### src/rtl/replace_num_packet_rx.sv
// Assembles {addr,data} replace-number write packets from a UART byte stream.
// Optional trailing XOR checksum byte enabled by defining REPLACE_NUM_CHECKSUM_EN.
module replace_num_packet_rx #(
  parameter int          ADDR_WIDTH     = 8,
  parameter int          DATA_WIDTH     = 16,
  parameter logic [7:0]  MSG_ID         = 8'h52,
  parameter int          TIMEOUT_CYCLES = 1000000
) (
  input  logic                             clk,
  input  logic                             n_reset,
  input  logic [7:0]                       rx_data,
  input  logic                             rx_valid,
  output logic [ADDR_WIDTH+DATA_WIDTH-1:0] wr_packet,
  output logic                             wr_en,
  output logic                             busy,
`ifdef REPLACE_NUM_CHECKSUM_EN
  output logic                             err_checksum,
`endif
  output logic                             err_timeout
);

  localparam int AB  = (ADDR_WIDTH + 7) / 8;
  localparam int DB  = (DATA_WIDTH + 7) / 8;
  localparam int AW8 = AB * 8;
  localparam int DW8 = DB * 8;
  localparam int PW  = ADDR_WIDTH + DATA_WIDTH;
  localparam int TW  = (TIMEOUT_CYCLES > 2) ? $clog2(TIMEOUT_CYCLES) : 1;
  localparam int CW  = $clog2(AB + DB + 1) + 1;

  typedef enum logic [2:0] {
    S_IDLE,
    S_ADDR,
    S_DATA,
`ifdef REPLACE_NUM_CHECKSUM_EN
    S_CHK,
`endif
    S_COMMIT
  } state_t;

  state_t          state_q, state_d;
  logic [CW-1:0]   cnt_q, cnt_d;
  logic [TW-1:0]   tmo_q, tmo_d;
  logic [AW8-1:0]  addr_q, addr_d;
  logic [DW8-1:0]  data_q, data_d;
  logic [PW-1:0]   pkt_q, pkt_d;
  logic            tmo_err_q, tmo_err_d;
  logic            tmo_exp;
`ifdef REPLACE_NUM_CHECKSUM_EN
  logic [7:0]      chk_q, chk_d;
  logic            ck_err_q, ck_err_d;
`endif

  assign tmo_exp = (tmo_q == TW'(TIMEOUT_CYCLES - 1));

  always_comb begin
    state_d   = state_q;
    cnt_d     = cnt_q;
    tmo_d     = tmo_q;
    addr_d    = addr_q;
    data_d    = data_q;
    pkt_d     = pkt_q;
    tmo_err_d = 1'b0;
`ifdef REPLACE_NUM_CHECKSUM_EN
    chk_d     = chk_q;
    ck_err_d  = 1'b0;
`endif
    case (state_q)
      S_IDLE, S_COMMIT: begin
        state_d = S_IDLE;
        if (rx_valid && rx_data == MSG_ID) begin
          state_d = S_ADDR;
          cnt_d   = '0;
          tmo_d   = '0;
`ifdef REPLACE_NUM_CHECKSUM_EN
          chk_d   = MSG_ID;
`endif
        end
      end
      default: begin
        // Mid-packet: a byte always beats an expiring timeout.
        if (rx_valid) begin
          tmo_d = '0;
`ifdef REPLACE_NUM_CHECKSUM_EN
          chk_d = chk_q ^ rx_data;
`endif
          if (state_q == S_ADDR) begin
            addr_d = (addr_q << 8) | AW8'(rx_data);
            if (cnt_q == CW'(AB - 1)) begin
              state_d = S_DATA;
              cnt_d   = '0;
            end else begin
              cnt_d = cnt_q + 1'b1;
            end
          end else if (state_q == S_DATA) begin
            data_d = (data_q << 8) | DW8'(rx_data);
            if (cnt_q == CW'(DB - 1)) begin
              cnt_d = '0;
`ifdef REPLACE_NUM_CHECKSUM_EN
              state_d = S_CHK;
`else
              state_d = S_COMMIT;
              pkt_d   = {addr_q[ADDR_WIDTH-1:0], data_d[DATA_WIDTH-1:0]};
`endif
            end else begin
              cnt_d = cnt_q + 1'b1;
            end
          end
`ifdef REPLACE_NUM_CHECKSUM_EN
          else begin
            if (rx_data == chk_q) begin
              state_d = S_COMMIT;
              pkt_d   = {addr_q[ADDR_WIDTH-1:0], data_q[DATA_WIDTH-1:0]};
            end else begin
              state_d  = S_IDLE;
              ck_err_d = 1'b1;
            end
          end
`endif
        end else if (tmo_exp) begin
          state_d   = S_IDLE;
          tmo_d     = '0;
          tmo_err_d = 1'b1;
        end else begin
          tmo_d = tmo_q + 1'b1;
        end
      end
    endcase
  end

  always_ff @(posedge clk or negedge n_reset) begin
    if (!n_reset) begin
      state_q   <= S_IDLE;
      cnt_q     <= '0;
      tmo_q     <= '0;
      addr_q    <= '0;
      data_q    <= '0;
      pkt_q     <= '0;
      tmo_err_q <= 1'b0;
`ifdef REPLACE_NUM_CHECKSUM_EN
      chk_q     <= '0;
      ck_err_q  <= 1'b0;
`endif
    end else begin
      state_q   <= state_d;
      cnt_q     <= cnt_d;
      tmo_q     <= tmo_d;
      addr_q    <= addr_d;
      data_q    <= data_d;
      pkt_q     <= pkt_d;
      tmo_err_q <= tmo_err_d;
`ifdef REPLACE_NUM_CHECKSUM_EN
      chk_q     <= chk_d;
      ck_err_q  <= ck_err_d;
`endif
    end
  end

  // Packet is loaded on the edge into COMMIT so it is already stable while wr_en is high.
  assign wr_packet   = pkt_q;
  assign wr_en       = (state_q == S_COMMIT);
  assign busy        = (state_q != S_IDLE);
  assign err_timeout = tmo_err_q;
`ifdef REPLACE_NUM_CHECKSUM_EN
  assign err_checksum = ck_err_q;
`endif

endmodule
### config.mk
export PLATFORM = sky130hd
export DESIGN_NAME = replace_num_packet_rx
export DESIGN_NICKNAME = d
export VERILOG_FILES = /design/src/rtl/replace_num_packet_rx.sv
export SDC_FILE = /design/constraint.sdc
export NUM_CORES = 1
export LEC_CHECK = 0
export ABC_AREA = 0
export CORE_MARGIN = 2
export CORE_UTILIZATION = 45
export DETAILED_ROUTE_END_ITERATION = 16
export GPL_ROUTABILITY_DRIVEN = 0
export GPL_TIMING_DRIVEN = 0
export MAX_ROUTING_LAYER = met4
export PLACE_DENSITY = 0.67
export SYNTH_ARGS = -nofsm -noshare
export SYNTH_HDL_FRONTEND = slang
export SYNTH_SLANG_ARGS = --single-unit
### constraint.sdc
create_clock -name clk -period 5.2 [get_ports clk]
set_input_delay 1.04 -clock clk [delete_from_list [all_inputs] [get_ports clk]]
set_output_delay 1.04 -clock clk [all_outputs]
set_load 0.01 [all_outputs]
== After elaboration in Yosys (flattened, before gate mapping) ==
Cells that the tools add are included.

* Output and inout port bits: 27
* Memory bits (read-only): 0
* Memory bits (writable): 0
* Flip-flop bits (word level): 67
* Latch bits: 0
* Logic and storage cells: 57
* Memories: 0

* Divide/modulo/power cells: 0
* Multiplexer cells: 22
* Magnitude comparators: 0
* Reduce and logical (&&, ||, !) cells: 13
* Equal/unequal tests: 10
* Multipliers: 0
* Add/subtract/negate cells: 2
* Bitwise operators: 3
* Shift operators: 0

{| class="wikitable"
|+ Operators by type and width
! kind !! count
|-
| $mux W20 || 4
|-
| $mux W3 || 14
|-
| $add A20 B1 Y20 const B || 1
|-
| $eq A20 B20 Y1 const B || 1
|-
| $or A16 B8 Y16 || 1
|-
| $reduce_bool A3 Y1 || 3
|-
| $eq A8 B7 Y1 const B || 1
|-
| $ne A4 B1 Y1 const B || 2
|-
| $reduce_and A4 Y1 || 2
|-
| $eq A3 B1 Y1 const B || 2
|-
| $eq A3 B2 Y1 const B || 2
|-
| $logic_not A3 Y1 || 2
|-
| $reduce_and A3 Y1 || 2
|-
| $reduce_and A5 Y1 || 1
|-
| $mux W1 || 4
|-
| $ne A4 B2 Y1 const B || 1
|-
| $add A3 B1 Y3 const B || 1
|-
| $ne A2 B2 Y1 const B || 1
|-
| $not A1 Y1 || 2
|-
| $reduce_bool A2 Y1 || 1
|-
| $reduce_or A2 Y1 || 1
|-
| $logic_and A1 B1 Y1 || 1
|}

== Depth between registers and ports, before layout ==
* Depth in word-level cells: 6
* Gate-level depth with buffers: 8

== Worst setup path before layout ==
Ideal clock, no wire load.

* Path kind: input-to-reg
* From: input rx_valid
* To: register pkt_q[0] (netlist: wr_packet[0])
* Arrival: 2.434 ns
* Setup slack: 2.641 ns
* Library setup time: 0.125 ns
* Path buffers: 2
* Stages on the path: 5
* Path through: buf_2 nand3_1 nor3b_2 buf_2 mux2_2

* Longest elaborated chain between the ends: 1

{| class="wikitable"
|+ RTL lines
! item !! line !! text
|-
| start: declaration || 12 || <nowiki>input logic rx_valid,</nowiki>
|-
| $reduce_and A5 Y1 (no source line) || - ||
|-
| end signal: assignment || 149 || <nowiki>pkt_q <= pkt_d;</nowiki>
|-
| end: declaration || 45 || <nowiki>logic [PW-1:0] pkt_q, pkt_d;</nowiki>
|}

Every way passes these cells.
A chain may end at the register's enable or synchronous reset.

== Worst setup path after layout ==
* From: input rx_data[1]
* To: register tmo_q[3]

* Longest elaborated chain between the ends: 3

{| class="wikitable"
|+ RTL lines
! item !! line !! text
|-
| start: declaration || 11 || <nowiki>input logic [7:0] rx_data,</nowiki>
|-
| $eq A8 B7 Y1 || 70 || <nowiki>if (rx_valid && rx_data == MSG_ID) begin</nowiki>
|-
| $logic_and A1 B1 Y1 || 70 ||
|-
| $ne A2 B2 Y1 (no source line) || - ||
|-
| end signal: assignment || 146 || <nowiki>tmo_q <= tmo_d;</nowiki>
|-
| end: declaration || 42 || <nowiki>logic [TW-1:0] tmo_q, tmo_d;</nowiki>
|}

Every way passes these cells.

==> flow_metrics.tcl <==
set metrics [dict create \
    fp-row-count 30 \
    dp_hpwl_mm 4.138 \
    post-route-min-period_ns 2.972 \
    fmax_ghz 0.3365 \
    synth_top_family_by_area "multiplexers" \
    synth_xor_area_share_pct 0 \
    numCtsBuffers 9 \
    synth_area_sq_mm 0.003087 \
    report.final.slew_viol_count 0 \
    finalClockSkew_ns 0.01644 \
    dr.first_iter.drc_count 124 \
    postCtsSetupBuffers 0 \
    cts_htree_levels 3 \
    vdd_drop_max_mv 0.2236 \
    grt_antenna_before_repair 0 \
    cp.arrival_ns 3.16 \
    hold_buffers 0 \
    overflow 0 \
    grt_use_total_pct 18.18 \
    grt_pass1_vias 2134 \
    io_buffers 36 \
    core_area_sq_mm 0.006719 \
    rsz0062_at_grt "no" \
    powerDensity_mw_per_mm2 382.8 \
    syn_nets 284 \
    ys_seq_elements 66 \
    antenna_left 0 \
    cts_tree "done" \
    post_drt_wl_per_cell_um 15.39 \
    fillerInstances 598 \
    required_ns 5.39 \
    hold_viol_final 0 \
    yosysSeqAreaShare_pct 53.51 \
    cts_buffer_depth 2 \
    cts-root-buf "clkbuf_8" \
    cts.sinks 66 \
    dieArea_sq_mm 0.007538 \
    grt_first_pass_wirelength_mm 10.25 \
    postPlaceCellArea_sq_mm 0.003545 \
    slew-limit-headroom_pct 40.30 \
    drc 0 \
    nets 331 \
    fin_crit_sh_pct 57.14 \
    synth_cell_type_count 36 \
    synth_compound_area_share_pct 9.201 \
    drive_above_1_share_pct 22.86 \
    setup_viol 0 \
    ioPinCount 38 \
    ys_warn_count 0 \
    whs_ns 0.5016 \
    drv_cap 0 \
    worstPathMaxFanout 10 \
    vias_per_cell 5.562 \
    synth_fa_ha_area_share_pct 4.054 \
    syn_to_final_growth_pct 21.44 \
    clk_latency_ns 0.34 \
    endpoint_kind "flop" \
    worst_pin_slew_ns 0.8913 \
    cp-start-kind "primary input" \
    die_h_um 86.82 \
    die_width_um 86.82 \
    synthSimpleGateAreaFrac_pct 13.17 \
    final_area_sq_mm 0.003749 \
    grt_max_degree 67 \
    path_clk_slew_ns 0.08 \
    setup_tns_ns 0 \
    power_mw 1.435 \
    post_cts_resized 0 \
    synthCells 263 \
    avgSynthCellArea_sq_um 11.74 \
    vias 2197 \
    initial_utilization_pct 45.94 \
    dr.pass1.iters 4 \
    status "complete, no violations" \
    num_antenna_cells 0 \
    power_leakage_nw 1.697 \
    wl_mm 6.079 \
    criticalPathCategory "primary input to flop" \
    hold_class "flop to flop" \
    muxShareOfSynthArea_pct 16.58 \
]
per-stage QoR:
stage               worst slack, ns  util (%)  instances
floorplan                     2.641         -        263
global placement             0.8989     52.79        379
detailed placement            1.895     52.76        379
CTS                           2.273     55.79        395
global route                  2.131     55.79        395
finish                        2.228     55.79        395
final timing paths:
path                                 start            end  slack, ns  cells past startpoint
worst min-delay path             data_q[6]  wr_packet[14]       0.50                      1
max in group asynchronous          n_reset      addr_q[0]       3.87                      1
worst max register to register  state_q[0]   wr_packet[8]       2.69                      6
worst max-delay path            rx_data[1]       tmo_q[3]       2.23                      5
min in group asynchronous          n_reset       cnt_q[2]       0.79                      1
worst min register to register   data_q[6]  wr_packet[14]       0.50                      1
critical path, cell delays in order:
cell and delay (ns):
clkdlybuf4s50_1 0.53, nor4b_1 0.68, a31o_2 0.30, clkbuf_1 0.45
a31oi_1 0.17
kinds of logic (layout without fill, tap and decap cells):
logic type      count (synthesis)  in the layout
compound gates                 44             44
buf+inv                        21             73
simple gates                   76             76
mux                            46             46
flops                          66             66
fa+ha+maj                      10             10
sequential cells by signal (all words and copies together) (netlist names):
register     cells
cnt_q            3
addr_q           8
err_timeout      1
wr_packet       24
tmo_q           20
data_q           8
state_q          2
power by group:
group          leakage (nW)  switching (mW)  internal (mW)
sequential            0.912          0.0472          0.588
combinational         0.679           0.204          0.158
clock                 0.106           0.202          0.235
cell usage after synthesis:
cell | n | share of area (%)
nor4bb_1 | 1 | 0.32
a22o_1 | 1 | 0.28
a21oi_1 | 9 | 1.5
a31oi_1 | 12 | 2.4
nor2_1 | 8 | 0.97
a21oi_2 | 1 | 0.28
o21ai_0 | 9 | 1.5
nand3_1 | 18 | 2.9
buf_6 | 3 | 1.1
nor4_4 | 1 | 0.69
a32oi_1 | 1 | 0.28
and3_1 | 4 | 0.81
o22ai_1 | 1 | 0.20
nor3_2 | 1 | 0.32
a31o_2 | 1 | 0.28
o21bai_1 | 1 | 0.24
mux2i_1 | 5 | 1.6
nand2b_1 | 6 | 1.2
o211ai_1 | 1 | 0.24
nor3_1 | 3 | 0.49
dfrtp_1 | 66 | 54
a221o_1 | 1 | 0.32
inv_1 | 10 | 1.2
nor4b_1 | 1 | 0.28
nand2_1 | 26 | 3.2
nor4_1 | 2 | 0.41
mux2_2 | 41 | 15
ha_1 | 10 | 4.1
and2_1 | 1 | 0.20
or4bb_1 | 1 | 0.36
a41oi_1 | 6 | 1.7
nor3b_2 | 1 | 0.41
nand3b_1 | 1 | 0.24
buf_2 | 5 | 0.81
clkbuf_1 | 3 | 0.36
or4_4 | 1 | 0.36
placed cells by master, fill, tap and decap left out, drive strengths merged, types with 9 or more instances in the layout:
cell	n
a21oi	10
a31oi	12
buf	9
clkbuf	13
clkdlybuf4s50	35
dfrtp	66
ha	10
inv	10
mux2	41
nand2	26
nand3	18
o21ai	9
layer usage:
metal | track usage [%] | vias up | share of wire, % | routed length (um)
li1 | - | 1045 | - | -
met1 | 23.84 | 1086 | 46 | 2821
met2 | 27.90 | 61 | 47 | 2879
met3 | 3.143 | 5 | 5.1 | 313
met4 | 7.670 | 0 | 1.1 | 64
met5 | - | - | 0 | 0
final cells by class:
| cell class | count | area (sq um) | share of cell area [%] |
|---|---|---|---|
| tap | 80 | 100.1 | 2.670 |
| clock inverter | 6 | 66.31 | 1.769 |
| multi-input combinational | 176 | 1328 | 35.41 |
| sequential | 66 | 1652 | 44.06 |
| timing repair buffer | 36 | 357.8 | 9.546 |
| clock buffer | 10 | 137.6 | 3.672 |
| inverter | 10 | 37.54 | 1.001 |
| buffer | 11 | 70.07 | 1.869 |
Power figures use the tool's default switching activity.
